`config.mk`:
```
export PLATFORM = sky130hd
export DESIGN_NAME = uart_cmd_ctrl_flat
export DESIGN_NICKNAME = d
export VERILOG_FILES = /design/src/rtl/uart_cmd_ctrl_if.sv /design/src/rtl/uart_cmd_ctrl.sv /design/src/flat_wrapper.sv
export SDC_FILE = /design/constraint.sdc
export NUM_CORES = 1
export LEC_CHECK = 0
export ABC_AREA = 1
export CAP_MARGIN = 20
export CORE_ASPECT_RATIO = 0.6
export CORE_UTILIZATION = 44
export DETAILED_ROUTE_END_ITERATION = 10
export GPL_TIMING_DRIVEN = 1
export HOLD_SLACK_MARGIN = 0.05
export PLACE_DENSITY = 0.77
export REMOVE_ABC_BUFFERS = 1
export SKIP_CTS_REPAIR_TIMING = 1
export SLEW_MARGIN = 20
export SYNTH_ARGS = -nofsm -noshare
export SYNTH_HDL_FRONTEND = slang
export SYNTH_SLANG_ARGS = --single-unit
```
`constraint.sdc`:
```
create_clock -name clk -period 1.6 [get_ports clk]
set_input_delay 0.4 -clock clk [delete_from_list [all_inputs] [get_ports clk]]
set_output_delay 0.4 -clock clk [all_outputs]
set_load 0.02 [all_outputs]
```
`src/rtl/uart_cmd_ctrl_if.sv`:
```
// Parallel-side bundle between the UART command controller, the UART RX/TX paths
// and the register file. The master modport is the controller's view.
interface uart_cmd_ctrl_if #(
  parameter int DATA_WIDTH = 8,
  parameter int ADDR_WIDTH = 4
);
  logic [DATA_WIDTH-1:0] RX_P_DATA;
  logic                  RX_DATA_VLD;
  logic                  RX_PAR_ERR;
  logic                  RX_STP_ERR;
  logic                  TX_BUSY;
  logic [DATA_WIDTH-1:0] TX_P_DATA;
  logic                  TXDATA_VALID;
  logic                  RF_WrEn;
  logic                  RF_RdEn;
  logic [ADDR_WIDTH-1:0] RF_Address;
  logic [DATA_WIDTH-1:0] RF_WrData;
  logic [DATA_WIDTH-1:0] RF_RdData;
  logic                  RF_RdData_Valid;
  logic                  CMD_ERR;

  modport master (
    input  RX_P_DATA, RX_DATA_VLD, RX_PAR_ERR, RX_STP_ERR, TX_BUSY,
    input  RF_RdData, RF_RdData_Valid,
    output TX_P_DATA, TXDATA_VALID, RF_WrEn, RF_RdEn, RF_Address, RF_WrData, CMD_ERR
  );

  modport slave (
    output RX_P_DATA, RX_DATA_VLD, RX_PAR_ERR, RX_STP_ERR, TX_BUSY,
    output RF_RdData, RF_RdData_Valid,
    input  TX_P_DATA, TXDATA_VALID, RF_WrEn, RF_RdEn, RF_Address, RF_WrData, CMD_ERR
  );
endinterface

```
`src/rtl/uart_cmd_ctrl.sv`:
```
// Byte-level command decoder: write (AA,addr,data), read (BB,addr) and ping (DD)
// frames drive the register-file port; read data and ping replies go to the UART TX.
module uart_cmd_ctrl #(
  parameter int DATA_WIDTH = 8,
  parameter int ADDR_WIDTH = 4
) (
  input  logic            clk,
  input  logic            ARSTn,
  uart_cmd_ctrl_if.master bus
);

  localparam logic [DATA_WIDTH-1:0] CMD_WR     = DATA_WIDTH'(8'hAA);
  localparam logic [DATA_WIDTH-1:0] CMD_RD     = DATA_WIDTH'(8'hBB);
  localparam logic [DATA_WIDTH-1:0] CMD_PING   = DATA_WIDTH'(8'hDD);
  localparam logic [DATA_WIDTH-1:0] PING_REPLY = DATA_WIDTH'(8'h55);

  typedef enum logic [2:0] {
    ST_IDLE    = 3'd0,
    ST_WR_ADDR = 3'd1,
    ST_WR_DATA = 3'd2,
    ST_RD_ADDR = 3'd3,
    ST_RD_WAIT = 3'd4,
    ST_TX_SEND = 3'd5,
    ST_TX_HOLD = 3'd6
  } state_t;

  state_t                state_q, state_d;
  logic                  seen_busy_q, seen_busy_d;
  logic [DATA_WIDTH-1:0] tx_q, tx_d;
  logic                  txvld_q, txvld_d;
  logic                  wren_q, wren_d;
  logic                  rden_q, rden_d;
  logic [ADDR_WIDTH-1:0] addr_q, addr_d;
  logic [DATA_WIDTH-1:0] wrdata_q, wrdata_d;
  logic                  err_q, err_d;

  logic byte_ok_s;
  logic byte_bad_s;

  assign byte_ok_s  = bus.RX_DATA_VLD & ~bus.RX_PAR_ERR & ~bus.RX_STP_ERR;
  assign byte_bad_s = bus.RX_DATA_VLD & (bus.RX_PAR_ERR | bus.RX_STP_ERR);

  // State register and the busy-seen flag used while holding for TX completion.
  always_ff @(posedge clk or negedge ARSTn) begin
    if (!ARSTn) begin
      state_q     <= ST_IDLE;
      seen_busy_q <= 1'b0;
    end else begin
      state_q     <= state_d;
      seen_busy_q <= seen_busy_d;
    end
  end

  // Next-state logic.
  always_comb begin
    state_d     = state_q;
    seen_busy_d = 1'b0;
    case (state_q)
      ST_IDLE: begin
        if (byte_ok_s) begin
          case (bus.RX_P_DATA)
            CMD_WR:   state_d = ST_WR_ADDR;
            CMD_RD:   state_d = ST_RD_ADDR;
            CMD_PING: state_d = ST_TX_SEND;
            default:  state_d = ST_IDLE;
          endcase
        end else begin
          state_d = ST_IDLE;
        end
      end
      ST_WR_ADDR: begin
        if (byte_ok_s)       state_d = ST_WR_DATA;
        else if (byte_bad_s) state_d = ST_IDLE;
        else                 state_d = ST_WR_ADDR;
      end
      ST_WR_DATA: begin
        if (bus.RX_DATA_VLD) state_d = ST_IDLE;
        else                 state_d = ST_WR_DATA;
      end
      ST_RD_ADDR: begin
        if (byte_ok_s)       state_d = ST_RD_WAIT;
        else if (byte_bad_s) state_d = ST_IDLE;
        else                 state_d = ST_RD_ADDR;
      end
      ST_RD_WAIT: begin
        // An idle transmitter takes the reply straight away, skipping TX_SEND.
        if (bus.RF_RdData_Valid) state_d = bus.TX_BUSY ? ST_TX_SEND : ST_TX_HOLD;
        else                     state_d = ST_RD_WAIT;
      end
      ST_TX_SEND: begin
        if (!bus.TX_BUSY) state_d = ST_TX_HOLD;
        else              state_d = ST_TX_SEND;
      end
      ST_TX_HOLD: begin
        if (seen_busy_q && !bus.TX_BUSY) begin
          state_d     = ST_IDLE;
          seen_busy_d = 1'b0;
        end else begin
          state_d     = ST_TX_HOLD;
          seen_busy_d = seen_busy_q | bus.TX_BUSY;
        end
      end
      default: begin
        state_d     = ST_IDLE;
        seen_busy_d = 1'b0;
      end
    endcase
  end

  // Next values of the registered outputs.
  always_comb begin
    tx_d     = tx_q;
    txvld_d  = 1'b0;
    wren_d   = 1'b0;
    rden_d   = 1'b0;
    addr_d   = addr_q;
    wrdata_d = wrdata_q;
    err_d    = 1'b0;
    case (state_q)
      ST_IDLE: begin
        if (byte_ok_s) begin
          case (bus.RX_P_DATA)
            CMD_WR:   err_d = 1'b0;
            CMD_RD:   err_d = 1'b0;
            CMD_PING: tx_d  = PING_REPLY;
            default:  err_d = 1'b1;
          endcase
        end else begin
          err_d = byte_bad_s;
        end
      end
      ST_WR_ADDR: begin
        if (byte_ok_s) addr_d = bus.RX_P_DATA[ADDR_WIDTH-1:0];
        else           err_d  = byte_bad_s;
      end
      ST_WR_DATA: begin
        if (byte_ok_s) begin
          wrdata_d = bus.RX_P_DATA;
          wren_d   = 1'b1;
        end else begin
          err_d = byte_bad_s;
        end
      end
      ST_RD_ADDR: begin
        if (byte_ok_s) begin
          addr_d = bus.RX_P_DATA[ADDR_WIDTH-1:0];
          rden_d = 1'b1;
        end else begin
          err_d = byte_bad_s;
        end
      end
      ST_RD_WAIT: begin
        err_d = bus.RX_DATA_VLD;
        if (bus.RF_RdData_Valid) begin
          tx_d    = bus.RF_RdData;
          txvld_d = ~bus.TX_BUSY;
        end else begin
          txvld_d = 1'b0;
        end
      end
      ST_TX_SEND: begin
        err_d   = bus.RX_DATA_VLD;
        txvld_d = ~bus.TX_BUSY;
      end
      ST_TX_HOLD: begin
        err_d = bus.RX_DATA_VLD;
      end
      default: begin
        err_d = 1'b0;
      end
    endcase
  end

  // Output registers.
  always_ff @(posedge clk or negedge ARSTn) begin
    if (!ARSTn) begin
      tx_q     <= '0;
      txvld_q  <= 1'b0;
      wren_q   <= 1'b0;
      rden_q   <= 1'b0;
      addr_q   <= '0;
      wrdata_q <= '0;
      err_q    <= 1'b0;
    end else begin
      tx_q     <= tx_d;
      txvld_q  <= txvld_d;
      wren_q   <= wren_d;
      rden_q   <= rden_d;
      addr_q   <= addr_d;
      wrdata_q <= wrdata_d;
      err_q    <= err_d;
    end
  end

  assign bus.TX_P_DATA    = tx_q;
  assign bus.TXDATA_VALID = txvld_q;
  assign bus.RF_WrEn      = wren_q;
  assign bus.RF_RdEn      = rden_q;
  assign bus.RF_Address   = addr_q;
  assign bus.RF_WrData    = wrdata_q;
  assign bus.CMD_ERR      = err_q;

endmodule

```
`src/flat_wrapper.sv`:
```
// flat-port wrapper written by rule: the top's interface ports become plain ports
module uart_cmd_ctrl_flat 
#(
  parameter int DATA_WIDTH = 8,
  parameter int ADDR_WIDTH = 4
)
  (clk, ARSTn, bus_RX_P_DATA, bus_RX_DATA_VLD, bus_RX_PAR_ERR, bus_RX_STP_ERR, bus_TX_BUSY, bus_RF_RdData, bus_RF_RdData_Valid, bus_TX_P_DATA, bus_TXDATA_VALID, bus_RF_WrEn, bus_RF_RdEn, bus_RF_Address, bus_RF_WrData, bus_CMD_ERR);
  uart_cmd_ctrl_if #(.DATA_WIDTH(DATA_WIDTH), .ADDR_WIDTH(ADDR_WIDTH)) bus_i ();
  input  logic clk;
  input  logic ARSTn;
  input wire logic [$bits(bus_i.RX_P_DATA)-1:0] bus_RX_P_DATA;
  input wire logic [$bits(bus_i.RX_DATA_VLD)-1:0] bus_RX_DATA_VLD;
  input wire logic [$bits(bus_i.RX_PAR_ERR)-1:0] bus_RX_PAR_ERR;
  input wire logic [$bits(bus_i.RX_STP_ERR)-1:0] bus_RX_STP_ERR;
  input wire logic [$bits(bus_i.TX_BUSY)-1:0] bus_TX_BUSY;
  input wire logic [$bits(bus_i.RF_RdData)-1:0] bus_RF_RdData;
  input wire logic [$bits(bus_i.RF_RdData_Valid)-1:0] bus_RF_RdData_Valid;
  output wire logic [$bits(bus_i.TX_P_DATA)-1:0] bus_TX_P_DATA;
  output wire logic [$bits(bus_i.TXDATA_VALID)-1:0] bus_TXDATA_VALID;
  output wire logic [$bits(bus_i.RF_WrEn)-1:0] bus_RF_WrEn;
  output wire logic [$bits(bus_i.RF_RdEn)-1:0] bus_RF_RdEn;
  output wire logic [$bits(bus_i.RF_Address)-1:0] bus_RF_Address;
  output wire logic [$bits(bus_i.RF_WrData)-1:0] bus_RF_WrData;
  output wire logic [$bits(bus_i.CMD_ERR)-1:0] bus_CMD_ERR;
  assign bus_i.RX_P_DATA = bus_RX_P_DATA;
  assign bus_i.RX_DATA_VLD = bus_RX_DATA_VLD;
  assign bus_i.RX_PAR_ERR = bus_RX_PAR_ERR;
  assign bus_i.RX_STP_ERR = bus_RX_STP_ERR;
  assign bus_i.TX_BUSY = bus_TX_BUSY;
  assign bus_i.RF_RdData = bus_RF_RdData;
  assign bus_i.RF_RdData_Valid = bus_RF_RdData_Valid;
  assign bus_TX_P_DATA = bus_i.TX_P_DATA;
  assign bus_TXDATA_VALID = bus_i.TXDATA_VALID;
  assign bus_RF_WrEn = bus_i.RF_WrEn;
  assign bus_RF_RdEn = bus_i.RF_RdEn;
  assign bus_RF_Address = bus_i.RF_Address;
  assign bus_RF_WrData = bus_i.RF_WrData;
  assign bus_CMD_ERR = bus_i.CMD_ERR;
  uart_cmd_ctrl #(.DATA_WIDTH(DATA_WIDTH), .ADDR_WIDTH(ADDR_WIDTH)) u_core (.clk(clk), .ARSTn(ARSTn), .bus(bus_i));
endmodule
```
### Word level (Yosys, flattened, before mapping)

Cells that the tools add are included.

| storage, ports and cells | value |
|---|---|
| bits in registers | 28 |
| latch bits | 0 |
| RAM bits | 0 |
| bits in read-only memories | 0 |
| input port bits | 23 |
| output and inout port bits | 24 |
| word-level logic and storage cells | 66 |
| memories kept | 0 |

| cells by class | value |
|---|---|
| add/sub/neg operators | 0 |
| multipliers | 0 |
| divide/modulo/power cells | 0 |
| $lt $le $gt $ge | 0 |
| equality and inequality tests | 12 |
| shifts and indexed selects | 0 |
| multiplexer cells | 26 |
| bitwise gates (word level) | 8 |
| reductions and logical operators | 11 |

Operators with widths:

| kind | count |
|---|---|
| $eq 8x8->1 const B | 3 |
| $mux 8 | 3 |
| $pmux 3 s7 | 1 |
| $pmux 8 s2 | 1 |
| $mux 3 | 5 |
| $mux 1 | 10 |
| $eq 3x3->1 const B | 3 |
| $pmux 3 s3 | 1 |
| $reduce_or 3->1 | 3 |
| $eq 3x2->1 const B | 2 |
| $mux 2 | 3 |
| $ne 2x2->1 const B | 2 |
| $reduce_and 2->1 | 2 |
| $reduce_and 4->1 | 1 |
| $and 1x1->1 | 3 |
| $eq 3x1->1 const B | 1 |
| $logic_not 3->1 | 1 |
| $not 1->1 | 3 |
| $pmux 1 s3 | 1 |
| $ne 2x1->1 const B | 1 |
| $or 1x1->1 | 2 |
| $pmux 1 s2 | 1 |
| $reduce_bool 2->1 | 1 |
| $reduce_or 2->1 | 1 |
| 2 further kinds | 2 |

### Longest topological paths before layout

| depth | value |
|---|---|
| word-level depth | 5 |
| depth in mapped cells | 8 |
| mapped depth without buffers | 8 |

### Worst setup path before layout

OpenSTA, ideal clock, no wires.

| path | value |
|---|---|
| path type | flip-flop to flip-flop |
| start point | reg u_core.state_q[0] |
| end point | reg u_core.tx_q[0] (netlist: u_core.bus.TX_P_DATA[0]) |
| setup time | 117 ps |
| data arrival time | 1053 ps |
| data required time | 1483 ps |
| setup slack | 430 ps |
| cell stages (with the launch flop) | 9 |
| path buffers | 0 |
| clock period less this slack | 1170 ps |
| cell sequence | dfrtp_1 inv_2 nand2_2 nor2_2 nand2_2 nand2_4 nand2_4 nand2_1 nand2_1 |

| between the ends | value |
|---|---|
| cells in the longest elaborated chain, start to end | 3 |
| elaborated cells between the ends (all ways) | 8 |
| those cells by class | eq/ne: 4; mux: 1; reduce/logical: 3 |

RTL lines:

| what | line | RTL |
|---|---|---|
| start, declared | uart_cmd_ctrl.sv:27 | `state_t state_q, state_d;` |
| start signal, assigned | uart_cmd_ctrl.sv:49 | `state_q <= state_d;` |
| $eq 3x3->1 / $logic_not 3->1 (equally long branches) | uart_cmd_ctrl.sv:119 | `case (state_q)` |
| $ne 2x2->1 (no line), or another cell as far along | n/a |  |
| $reduce_and 4->1 (no line) | n/a |  |
| end signal, assigned | uart_cmd_ctrl.sv:185 | `tx_q <= tx_d;` |
| end, declared | uart_cmd_ctrl.sv:29 | `logic [DATA_WIDTH-1:0] tx_q, tx_d;` |

Several ways; a longest one is shown, not always the timed one.
A chain may end at the register's enable or synchronous reset.

### Worst setup path after layout

| path | value |
|---|---|
| start point | in bus_RX_PAR_ERR |
| end point | reg u_core.tx_q[0] (netlist: u_core.bus.TX_P_DATA[0]) |

| between the ends | value |
|---|---|
| cells in the longest elaborated chain, start to end | 5 |

RTL lines:

| what | line | RTL |
|---|---|---|
| start, declared | flat_wrapper.sv:13 | `input wire logic [$bits(bus_i.RX_PAR_ERR)-1:0] bus_RX_PAR_ERR;` |
| $not 1->1 | uart_cmd_ctrl.sv:40 | `assign byte_ok_s = bus.RX_DATA_VLD & ~bus.RX_PAR_ERR & ~bus.RX_STP_ERR;` |
| $and 1x1->1 (2 in a row) | uart_cmd_ctrl.sv:40 |  |
| $ne 2x1->1 (no line) | n/a |  |
| $reduce_and 4->1 (no line) | n/a |  |

Every way passes these cells.

==> flow_summary.ini <==
[critical_path]
startpoint_type = primary input
rrSetupSlack_ns = 0.21
crit_path_end_kind = flip-flop
crit_fanout = 9
path_class = in2reg
critPathLaunch = bus_RX_PAR_ERR
crit_required_ns = 1.76
critPathArrivalTime_ns = 1.67
rr_startpoint = u_core.state_q[0]

[routing]
vias = 1269
viasPerCell = 4.81
wl_per_cell_um = 13.2
wirelength_um = 3480
drtPass1Iterations = 4
drt_iter0_drc = 59
drt.antenna.violating_nets = 0
drcViolationCount = 0

[synth]
synth-compound-area-share_pct = 7.02
synth_top_family_by_area = simple AND/OR/NAND/NOR gates
synthSimpleGateAreaFrac_pct = 34.6
synth_xor_area_share_pct = 0
synthMuxAreaShare_pct = 0
synth_area_mm2 = 0.00134
synth-seq-area-share_pct = 52.4
synthDistinctLibCells = 19
synthAdderAreaFrac_pct = 0
synthCells = 160
syn_area_per_cell_um2 = 8.35
synth_seq_cells = 28
ys_warn_count = 0

[timing]
period_share_pct = 93.9
fmax_mhz = 665
finClkSkew_ns = 0.00647
whs_ns = 0.476
fin_ws_ns = 0.0970
rsz0062_at_grt = no
hold_viol = 0
setup_viol = 0
worst_pin_slew_ns = 0.354
slew_headroom_pct = 76.4
slew_viol_final = 0
period_needed_ns = 1.50

[clocking]
cts_tree = built
clock_latency_ns = 0.27
cts_buffers = 3
cts-root-buf = clkbuf_8
cts.sinks = 28
clockBufferDepth = 2
clk_pin_slew_ns = 0.10
cts-htree-levels = 1

[grt]
grt_max_degree = 29
grt_pass1_wl_um = 5400
grt_usage_pct = 22.5
grt_use_met1_pct = 29.5
grt_busiest_layer = met2
grt_util_met2_pct = 37.4
grt-ovfl-total = 0
grtUsageMet3_pct = 6.38
antenna_found_initial = 0
grt_pass1_vias = 1182

[worst_hold_path]
worstHoldStart = u_core.bus.TX_P_DATA[7]
hp-class = reg2reg

[final_layout]
area_growth_pct = 55.1
fill_cells = 229
drive_above_1_share_pct = 18.9
n_antenna_cell = 0
finalNetCount = 246
seqCellArea_um2 = 701
stdcell_area_mm2 = 0.00207
multiInputGateArea_um2 = 562

[outcome]
outcome = complete, no violations

[pwr]
swShare_pct = 38.9
pwr-share-clk_pct = 17.6
p_sw_mw = 1.21
pwr-share-comb_pct = 46.5
ir_drop_uv = 836
finalPower_mw = 3.12
seq_power_share_pct = 36.0
leakagePower_nw = 1.36
powerDensity_mw_per_mm2 = 1500
p_int_mw = 1.90

[run]
max_cap_violations = 0

[floorplanning]
die_area_mm2 = 0.00327
core-area_mm2 = 0.00287
start_util_pct = 46.5
die_width_um = 73.1
io_pins = 47
die_h_um = 44.7
num_rows = 15

[place]
place_congestion = 0.884
dp_slack_ns = -0.159
placed_cell_area_mm2 = 0.00194
io_buffers = 46
dp_hpwl_um = 2630
==> cell type report <==
| cell class | instances | area share, % |
|---|---|---|
| clock buffer | 3 | 1.99 |
| clock inverter | 1 | 1.45 |
| inverter | 18 | 3.26 |
| multi-input combinational | 113 | 27.1 |
| sequential | 28 | 33.8 |
| tap | 42 | 2.54 |
| timing repair buffer | 59 | 29.8 |
==> worst max-delay path: stages <==
cell and delay [ns]:
clkdlybuf4s50_1 0.41, nor2_1 0.17, nand2_1 0.12, inv_2 0.12, nand2_2 0.09, nand2_4 0.13
nand2_4 0.09, nand2_1 0.07, nand2_1 0.05
==> through the flow <==
| step | TNS, ns | cells | utilization [%] |
|---|---|---|---|
| after floorplan | 0 | 159 | - |
| after global placement | -1.13 | 260 | 67.4 |
| after detailed placement | -1.61 | 260 | 67.4 |
| after CTS | -1.17 | 264 | 69.9 |
| after global routing | 0 | 264 | 72.2 |
| final | 0 | 264 | 72.2 |
==> power groups by stage <==
| stage | logic, mW | registers (mW) | clock network, mW |
|---|---|---|---|
| 2_1_floorplan | 0.541 | 1.39 | 0 |
| 6_report | 1.45 | 1.12 | 0.548 |
| 5_1_grt | 1.57 | 1.15 | 0.584 |
| 3_3_place_gp | 1.44 | 1.12 | 0 |
| 3_5_place_dp | 1.47 | 1.14 | 0 |
| 4_1_cts | 1.48 | 1.13 | 0.565 |
==> cell usage after synthesis, drive strengths merged <==
cell / n / area [µm²]
inv: 18 / 67.6
dfrtp: 28 / 701
a21oi: 2 / 10.0
nor3: 2 / 10.0
o21ai: 13 / 83.8
nand4: 1 / 6.26
nand2: 60 / 260
or2: 4 / 25.0
nor2: 11 / 46.3
nand3: 16 / 85.1
nand3b: 4 / 30.0
buf: 1 / 11.3
==> sequential cells by signal (all words and copies together), names as in the netlist <==
| register | count |
|---|---|
| u_core.bus.CMD_ERR | 1 |
| u_core.bus.RF_Address | 4 |
| u_core.bus.RF_RdEn | 1 |
| u_core.bus.RF_WrData | 8 |
| u_core.bus.RF_WrEn | 1 |
| u_core.bus.TXDATA_VALID | 1 |
| u_core.bus.TX_P_DATA | 8 |
| u_core.seen_busy_q | 1 |
| u_core.state_q | 3 |
==> cell families after synthesis <==
family | after synthesis
AND/OR/NAND/NOR | 98
buffers and inverters | 19
flip-flops | 28
AO/OA/AOI/OAI | 15
==> cells in the final DEF, fill, tap and decap left out, drive strengths merged <==
master          n
a21oi           2
inv            18
nor2           11
clkbuf          3
dfrtp          28
clkdlybuf4s50  22
nor3            2
nand3          16
or2             4
dlymetal6s2s   24
nand3b          4
buf            13
bufinv          1
nand4           1
o21ai          13
nand2          60
==> layer usage <==
metal,share of wire [%],vias to the layer above
met5,0,-
met3,6.0,2
met2,48,40
met1,46,598
li1,-,629
met4,0.60,0
==> final timing paths <==
check                                          end  depth (start not counted)
max                        u_core.bus.TX_P_DATA[0]                          9
min                        u_core.bus.TX_P_DATA[7]                          2
max reg2reg                u_core.bus.TX_P_DATA[0]                          8
min reg2reg                u_core.bus.TX_P_DATA[7]                          2
max in group asynchronous        u_core.state_q[0]                          2
min in group asynchronous  u_core.bus.TX_P_DATA[4]                          2
Power figures use the tool's default switching activity.
